===== config.mk =====
export PLATFORM = sky130hd
export DESIGN_NAME = axi4_burst_master
export DESIGN_NICKNAME = d
export VERILOG_FILES = /design/src/rtl/axi4_burst_master.sv
export SDC_FILE = /design/constraint.sdc
export NUM_CORES = 1
export LEC_CHECK = 0
export ABC_CLOCK_PERIOD_IN_PS = 3100
export CORE_ASPECT_RATIO = 1.4
export CORE_MARGIN = 1
export CORE_UTILIZATION = 37
export DETAILED_ROUTE_END_ITERATION = 10
export PLACE_DENSITY = 0.88
export SYNTH_ARGS = -nofsm -noshare
export SYNTH_HDL_FRONTEND = slang
export SYNTH_SLANG_ARGS = --single-unit

===== constraint.sdc =====
create_clock -name ACLK -period 3.1 [get_ports ACLK]
set_input_delay 0.62 -clock ACLK [delete_from_list [all_inputs] [get_ports ACLK]]
set_output_delay 0.62 -clock ACLK [all_outputs]
set_load 0.1 [all_outputs]

===== src/rtl/axi4_burst_master.sv =====
// axi4_burst_master: single-outstanding AXI4 master that turns a command plus
// write/read beat streams into INCR bursts, then reports one aggregated response.
//
// state  | meaning
// -------+---------------------------------------------------------------
// IDLE   | waiting for a command; cmd_ready high except during the done cycle
// AW     | write address presented, waiting for AWREADY
// W      | write beats passed through from wr_* to W channel
// B      | waiting for write response
// AR     | read address presented, waiting for ARREADY
// R      | read beats passed through from R channel to rd_*
module axi4_burst_master #(
  parameter int DATA_WIDTH = 32,
  parameter int ADDR_WIDTH = 16
) (
  input  logic                  ACLK,
  input  logic                  ARESET,
  input  logic                  cmd_valid,
  output logic                  cmd_ready,
  input  logic                  cmd_write,
  input  logic [ADDR_WIDTH-1:0] cmd_addr,
  input  logic [7:0]            cmd_len,
  input  logic [2:0]            cmd_size,
  input  logic                  wr_valid,
  output logic                  wr_ready,
  input  logic [DATA_WIDTH-1:0] wr_data,
  output logic                  rd_valid,
  input  logic                  rd_ready,
  output logic [DATA_WIDTH-1:0] rd_data,
  output logic                  rd_last,
  output logic                  done,
  output logic [1:0]            done_resp,
  output logic                  AWVALID,
  input  logic                  AWREADY,
  output logic [ADDR_WIDTH-1:0] AWADDR,
  output logic [7:0]            AWLEN,
  output logic [2:0]            AWSIZE,
  output logic [1:0]            AWBURST,
  output logic                  WVALID,
  input  logic                  WREADY,
  output logic [DATA_WIDTH-1:0] WDATA,
  output logic                  WLAST,
  input  logic                  BVALID,
  output logic                  BREADY,
  input  logic [1:0]            BRESP,
  output logic                  ARVALID,
  input  logic                  ARREADY,
  output logic [ADDR_WIDTH-1:0] ARADDR,
  output logic [7:0]            ARLEN,
  output logic [2:0]            ARSIZE,
  output logic [1:0]            ARBURST,
  input  logic                  RVALID,
  output logic                  RREADY,
  input  logic [DATA_WIDTH-1:0] RDATA,
  input  logic [1:0]            RRESP,
  input  logic                  RLAST
);

  typedef enum logic [2:0] {
    S_IDLE = 3'd0,
    S_AW   = 3'd1,
    S_W    = 3'd2,
    S_B    = 3'd3,
    S_AR   = 3'd4,
    S_R    = 3'd5
  } state_t;

  state_t     state, state_nxt;
  logic [7:0] beat_cnt;
  logic [1:0] err_acc;
  logic       len_err;
  logic       cmd_fire;
  logic       w_fire;
  logic       r_fire;
  logic [1:0] rresp_max;
  logic       len_bad;

  assign AWBURST = 2'b01;
  assign ARBURST = 2'b01;

  assign cmd_fire  = cmd_valid && cmd_ready;
  assign w_fire    = (state == S_W) && wr_valid && WREADY;
  assign r_fire    = (state == S_R) && RVALID && rd_ready;
  assign rresp_max = (RRESP > err_acc) ? RRESP : err_acc;
  // A beat count that disagrees with RLAST in either direction poisons the response.
  assign len_bad   = RLAST ? (beat_cnt != ARLEN) : (beat_cnt == ARLEN);

  // State register; reset abandons any burst in flight without a done pulse.
  always_ff @(posedge ACLK or posedge ARESET) begin
    if (ARESET) state <= S_IDLE;
    else        state <= state_nxt;
  end

  // Next-state decode and the combinational channel passthroughs.
  always_comb begin
    state_nxt = state;
    // Held low during the done cycle so a new command lands the cycle after it.
    cmd_ready = (state == S_IDLE) && !done;
    WVALID    = 1'b0;
    wr_ready  = 1'b0;
    WDATA     = '0;
    WLAST     = 1'b0;
    BREADY    = 1'b0;
    rd_valid  = 1'b0;
    RREADY    = 1'b0;
    rd_data   = '0;
    rd_last   = 1'b0;
    case (state)
      S_IDLE: if (cmd_fire) state_nxt = cmd_write ? S_AW : S_AR;
      S_AW:   if (AWVALID && AWREADY) state_nxt = S_W;
      S_W: begin
        WVALID   = wr_valid;
        wr_ready = WREADY;
        WDATA    = wr_data;
        WLAST    = (beat_cnt == AWLEN);
        if (w_fire && WLAST) state_nxt = S_B;
      end
      S_B: begin
        BREADY = 1'b1;
        if (BVALID) state_nxt = S_IDLE;
      end
      S_AR:   if (ARVALID && ARREADY) state_nxt = S_R;
      S_R: begin
        rd_valid = RVALID;
        RREADY   = rd_ready;
        rd_data  = RDATA;
        rd_last  = RLAST;
        if (r_fire && RLAST) state_nxt = S_IDLE;
      end
      default: state_nxt = S_IDLE;
    endcase
  end

  // Address-phase registers, beat counting, response aggregation and done pulse.
  always_ff @(posedge ACLK or posedge ARESET) begin
    if (ARESET) begin
      AWVALID   <= 1'b0;
      AWADDR    <= '0;
      AWLEN     <= '0;
      AWSIZE    <= '0;
      ARVALID   <= 1'b0;
      ARADDR    <= '0;
      ARLEN     <= '0;
      ARSIZE    <= '0;
      beat_cnt  <= '0;
      err_acc   <= '0;
      len_err   <= 1'b0;
      done      <= 1'b0;
      done_resp <= '0;
    end else begin
      done <= 1'b0;
      case (state)
        S_IDLE: begin
          if (cmd_fire) begin
            beat_cnt <= '0;
            err_acc  <= '0;
            len_err  <= 1'b0;
            if (cmd_write) begin
              AWADDR  <= cmd_addr;
              AWLEN   <= cmd_len;
              AWSIZE  <= cmd_size;
              AWVALID <= 1'b1;
            end else begin
              ARADDR  <= cmd_addr;
              ARLEN   <= cmd_len;
              ARSIZE  <= cmd_size;
              ARVALID <= 1'b1;
            end
          end
        end
        S_AW: if (AWVALID && AWREADY) AWVALID <= 1'b0;
        S_AR: if (ARVALID && ARREADY) ARVALID <= 1'b0;
        S_W:  if (w_fire) beat_cnt <= beat_cnt + 8'd1;
        S_B: begin
          if (BVALID) begin
            done_resp <= BRESP;
            done      <= 1'b1;
          end
        end
        S_R: begin
          if (r_fire) begin
            beat_cnt <= beat_cnt + 8'd1;
            err_acc  <= rresp_max;
            if (len_bad) len_err <= 1'b1;
            if (RLAST) begin
              done      <= 1'b1;
              done_resp <= (len_err || len_bad) ? 2'b10 : rresp_max;
            end
          end
        end
        default: ;
      endcase
    end
  end

endmodule


==> qor.yml <==
clock_network:
  cts_hold_repair.buffers: 0
  skew_pair_late_insertion_delay_ps: 320
  post-cts-setup-buffers: 0
  clock-sinks: 73
  cts_inserted_buffers: 9
  cts_resized: 0
  cts_max_path_buffers: 2
  clockRootBuffer: "clkbuf_16"
  htreeDepth: 3
  cts_tree: "yes"
  clk_transition_reported_paths_ps: 50
setup_path:
  worst-setup-path-type: "register to output port"
  worstSetupEndpointType: "output port"
  critical_path_arrival_ps: 2090
  setup.worst_path.start_class: "register"
  cp_max_fo: 28
  worst_ep_required_time_ps: 2480
place:
  io_buffer_count: 237
  replace_congestion: 0.798
  hpwlAfterDp_mm: 10.6
die:
  initial_standard_cell_utilization_of_the_core_pct: 38.6
  floorplan.die_area_sq_mm: 0.0109
  core_area_sq_mm: 0.0101
  floorplan.die.height_microns: 123
  row_count: 43
  ioPinCount: 242
  floorplan.die.width_microns: 88.6
drt:
  routed_via_density: 5.04
  final_antenna_net_count: 0
  totalWireLength_mm: 13.2
  drt_first_iter_violations: 195
  post_drt_wl_per_cell_microns: 18.1
  post-route-drc-count: 0
  drt_first_pass_iters: 4
  vias: 3667
sta:
  hold-worst-slack_ps: 507
  max_transition_viols_final: 0
  setup-tns-final_ps: 0
  final.period_utilization_pct: 87.3
  fin_skew_ps: 5.30
  setup_viol_count_final: 0
  rsz0062_at_grt: "no"
  layout_min_cycle_time_ps: 2710
  max_frequency_mhz: 370
  report.final.hold_viol_count: 0
  worst_slew_margin_rel_pct: 62.8
  worstMarginPinSlew_ps: 557
synthesis:
  syn_inst: 358
  synth.ff_latch_count: 73
  async_reset_ff_share_pct: 100
  synthFlopType: "dfrtp_1"
  yosysSeqAreaShare_pct: 47.1
  synth.avg_cell_area_sq_um: 10.8
  synth.distinct_cells: 43
  synth-edff-count: 0
  ys.warnings.count: 0
  syn_area_sq_mm: 0.00388
run:
  max-cap-violations: 0
global_routing:
  number_of_global_route_vias_before_repair: 3828
  globalRoute.totalOverflow: 0
  grt_pass1_wl_mm: 19.3
  number_of_antenna_violations_at_the_first_check_in_global_routing: 1
  grt_util_all_layers_pct: 23.8
  largest_net_degree_at_the_start_of_global_routing: 74
finish:
  finish.net_count: 700
  area.growth.synth_to_final_pct: 85.4
  post_route_cells_drive_above_1_share_pct: 36.7
  final_util_pct: 71.5
run_status:
  status: "complete, no violations"
min_path:
  min-delay-path-class: "register to register"
## per-stage QoR
stage / worst slack, ps / cell area [sq um] / cells
after floorplan: 144 / 3890 / 360
after global placement: 517 / 6910 / 713
after detailed placement: 471 / 6910 / 713
after CTS: 148 / 7190 / 727
after global routing: 273 / 7190 / 728
final: 395 / 7190 / 728
## final cells by class
type / count / area (sq um)
diodes: 1 / 2.50
clock buffers: 11 / 233
clock inverters: 3 / 43.8
fillers: 693 / 2870
inverters: 8 / 30.0
multi-input cells: 254 / 1910
flip-flops and latches: 73 / 1830
well taps: 135 / 169
repair buffers: 243 / 2980
## critical path: stages, from the launching register on
cell and delay [ps]:
dfrtp_1 620, and3b_2 500, buf_4 240, and2_1 200, buf_12 190
## synthesized netlist by cell type (4+ instances only)
master,instances,share of area [%]
a21oi_1,6,0.77
and2_1,72,12
buf_2,5,0.64
buf_4,5,0.97
clkbuf_1,14,1.4
dfrtp_1,73,47
ha_1,4,1.3
inv_1,8,0.77
mux2_2,57,17
nand2_1,17,1.6
nand3_1,8,1.0
nand4_1,4,0.64
nor2_1,6,0.58
nor2b_1,4,0.64
nor3_1,4,0.52
nor3b_1,5,0.97
o21ai_0,14,1.8
xnor2_1,8,1.8
xor2_1,8,1.8
## state kept, by name, indices dropped and copies added, names as in the netlist, 2 cells and up
signal / flops
AWADDR: 16
ARADDR: 16
AWLEN: 8
err_acc: 2
done_resp: 2
ARSIZE: 3
state: 3
beat_cnt: 8
ARLEN: 8
AWSIZE: 3
## routing by layer
metal | vias to the layer above | GRT usage [%] | wire [microns]
met3 | 33 | 8.14 | 1230
met1 | 1764 | 22.5 | 4170
met5 | - | 0 | 0
met2 | 198 | 43.8 | 7210
met4 | 0 | 13.2 | 589
li1 | 1672 | - | -
## cells by family (layout without fill, tap and decap cells)
group	Yosys count	count (layout)	share of synthesized area, %
AOI/OAI and AO/OA	34	34	5.93
xor gates and xnor gates	16	16	3.61
adders and majority gates	4	4	1.29
buffers and inverters	33	265	4.03
DFF	73	73	47.1
muxes	58	58	16.8
other	2	5	0.193
and+or+nand+nor	138	138	21.1
## path summary, 6_finish.rpt
path,start,to,slack [ps],depth (start not counted)
setup / recovery,state[2]$_DFFE_PP0P_,rd_last,390,4
hold / removal,AWADDR[3]$_DFFE_PP0P_,AWADDR[3]$_DFFE_PP0P_,510,1
setup reg to reg,state[2]$_DFFE_PP0P_,done_resp[0]$_DFFE_PP0P_,690,5
hold reg to reg,AWADDR[3]$_DFFE_PP0P_,AWADDR[3]$_DFFE_PP0P_,510,1
max in group asynchronous,ARESET,done_resp[1]$_DFFE_PP0P_,2090,3
min in group asynchronous,ARESET,AWVALID$_DFFE_PP0P_,700,3
## layout by cell type (no fill, tap or decap), types with 2 or more instances in the layout
cell type / synthesis / routed
dfrtp_1: 73 / 73
or2_2: 3 / 3
a22o_1: 2 / 2
nand3_1: 8 / 8
xnor2_1: 8 / 8
nand2b_1: 3 / 3
and2_1: 72 / 72
o31ai_1: 3 / 3
nor2_1: 6 / 6
or4_1: 2 / 2
inv_1: 8 / 7
o21ai_0: 14 / 14
mux2_2: 57 / 57
xor2_1: 8 / 8
nand2_1: 17 / 17
a21oi_1: 6 / 6
nor2b_1: 4 / 4
clkdlybuf4s50_1: 0 / 106
nand4_1: 4 / 4
nor3b_1: 5 / 5
buf_4: 5 / 66
and3_1: 3 / 3
clkbuf_16: 0 / 9
ha_1: 4 / 4
clkbuf_1: 14 / 2
nor4_1: 2 / 2
buf_12: 0 / 71
conb_1: 2 / 4
nor3_1: 4 / 3
Power is left out: the tool's default activity adds up to more than one toggle a clock period on the data nets, which glitch-free logic cannot reach.
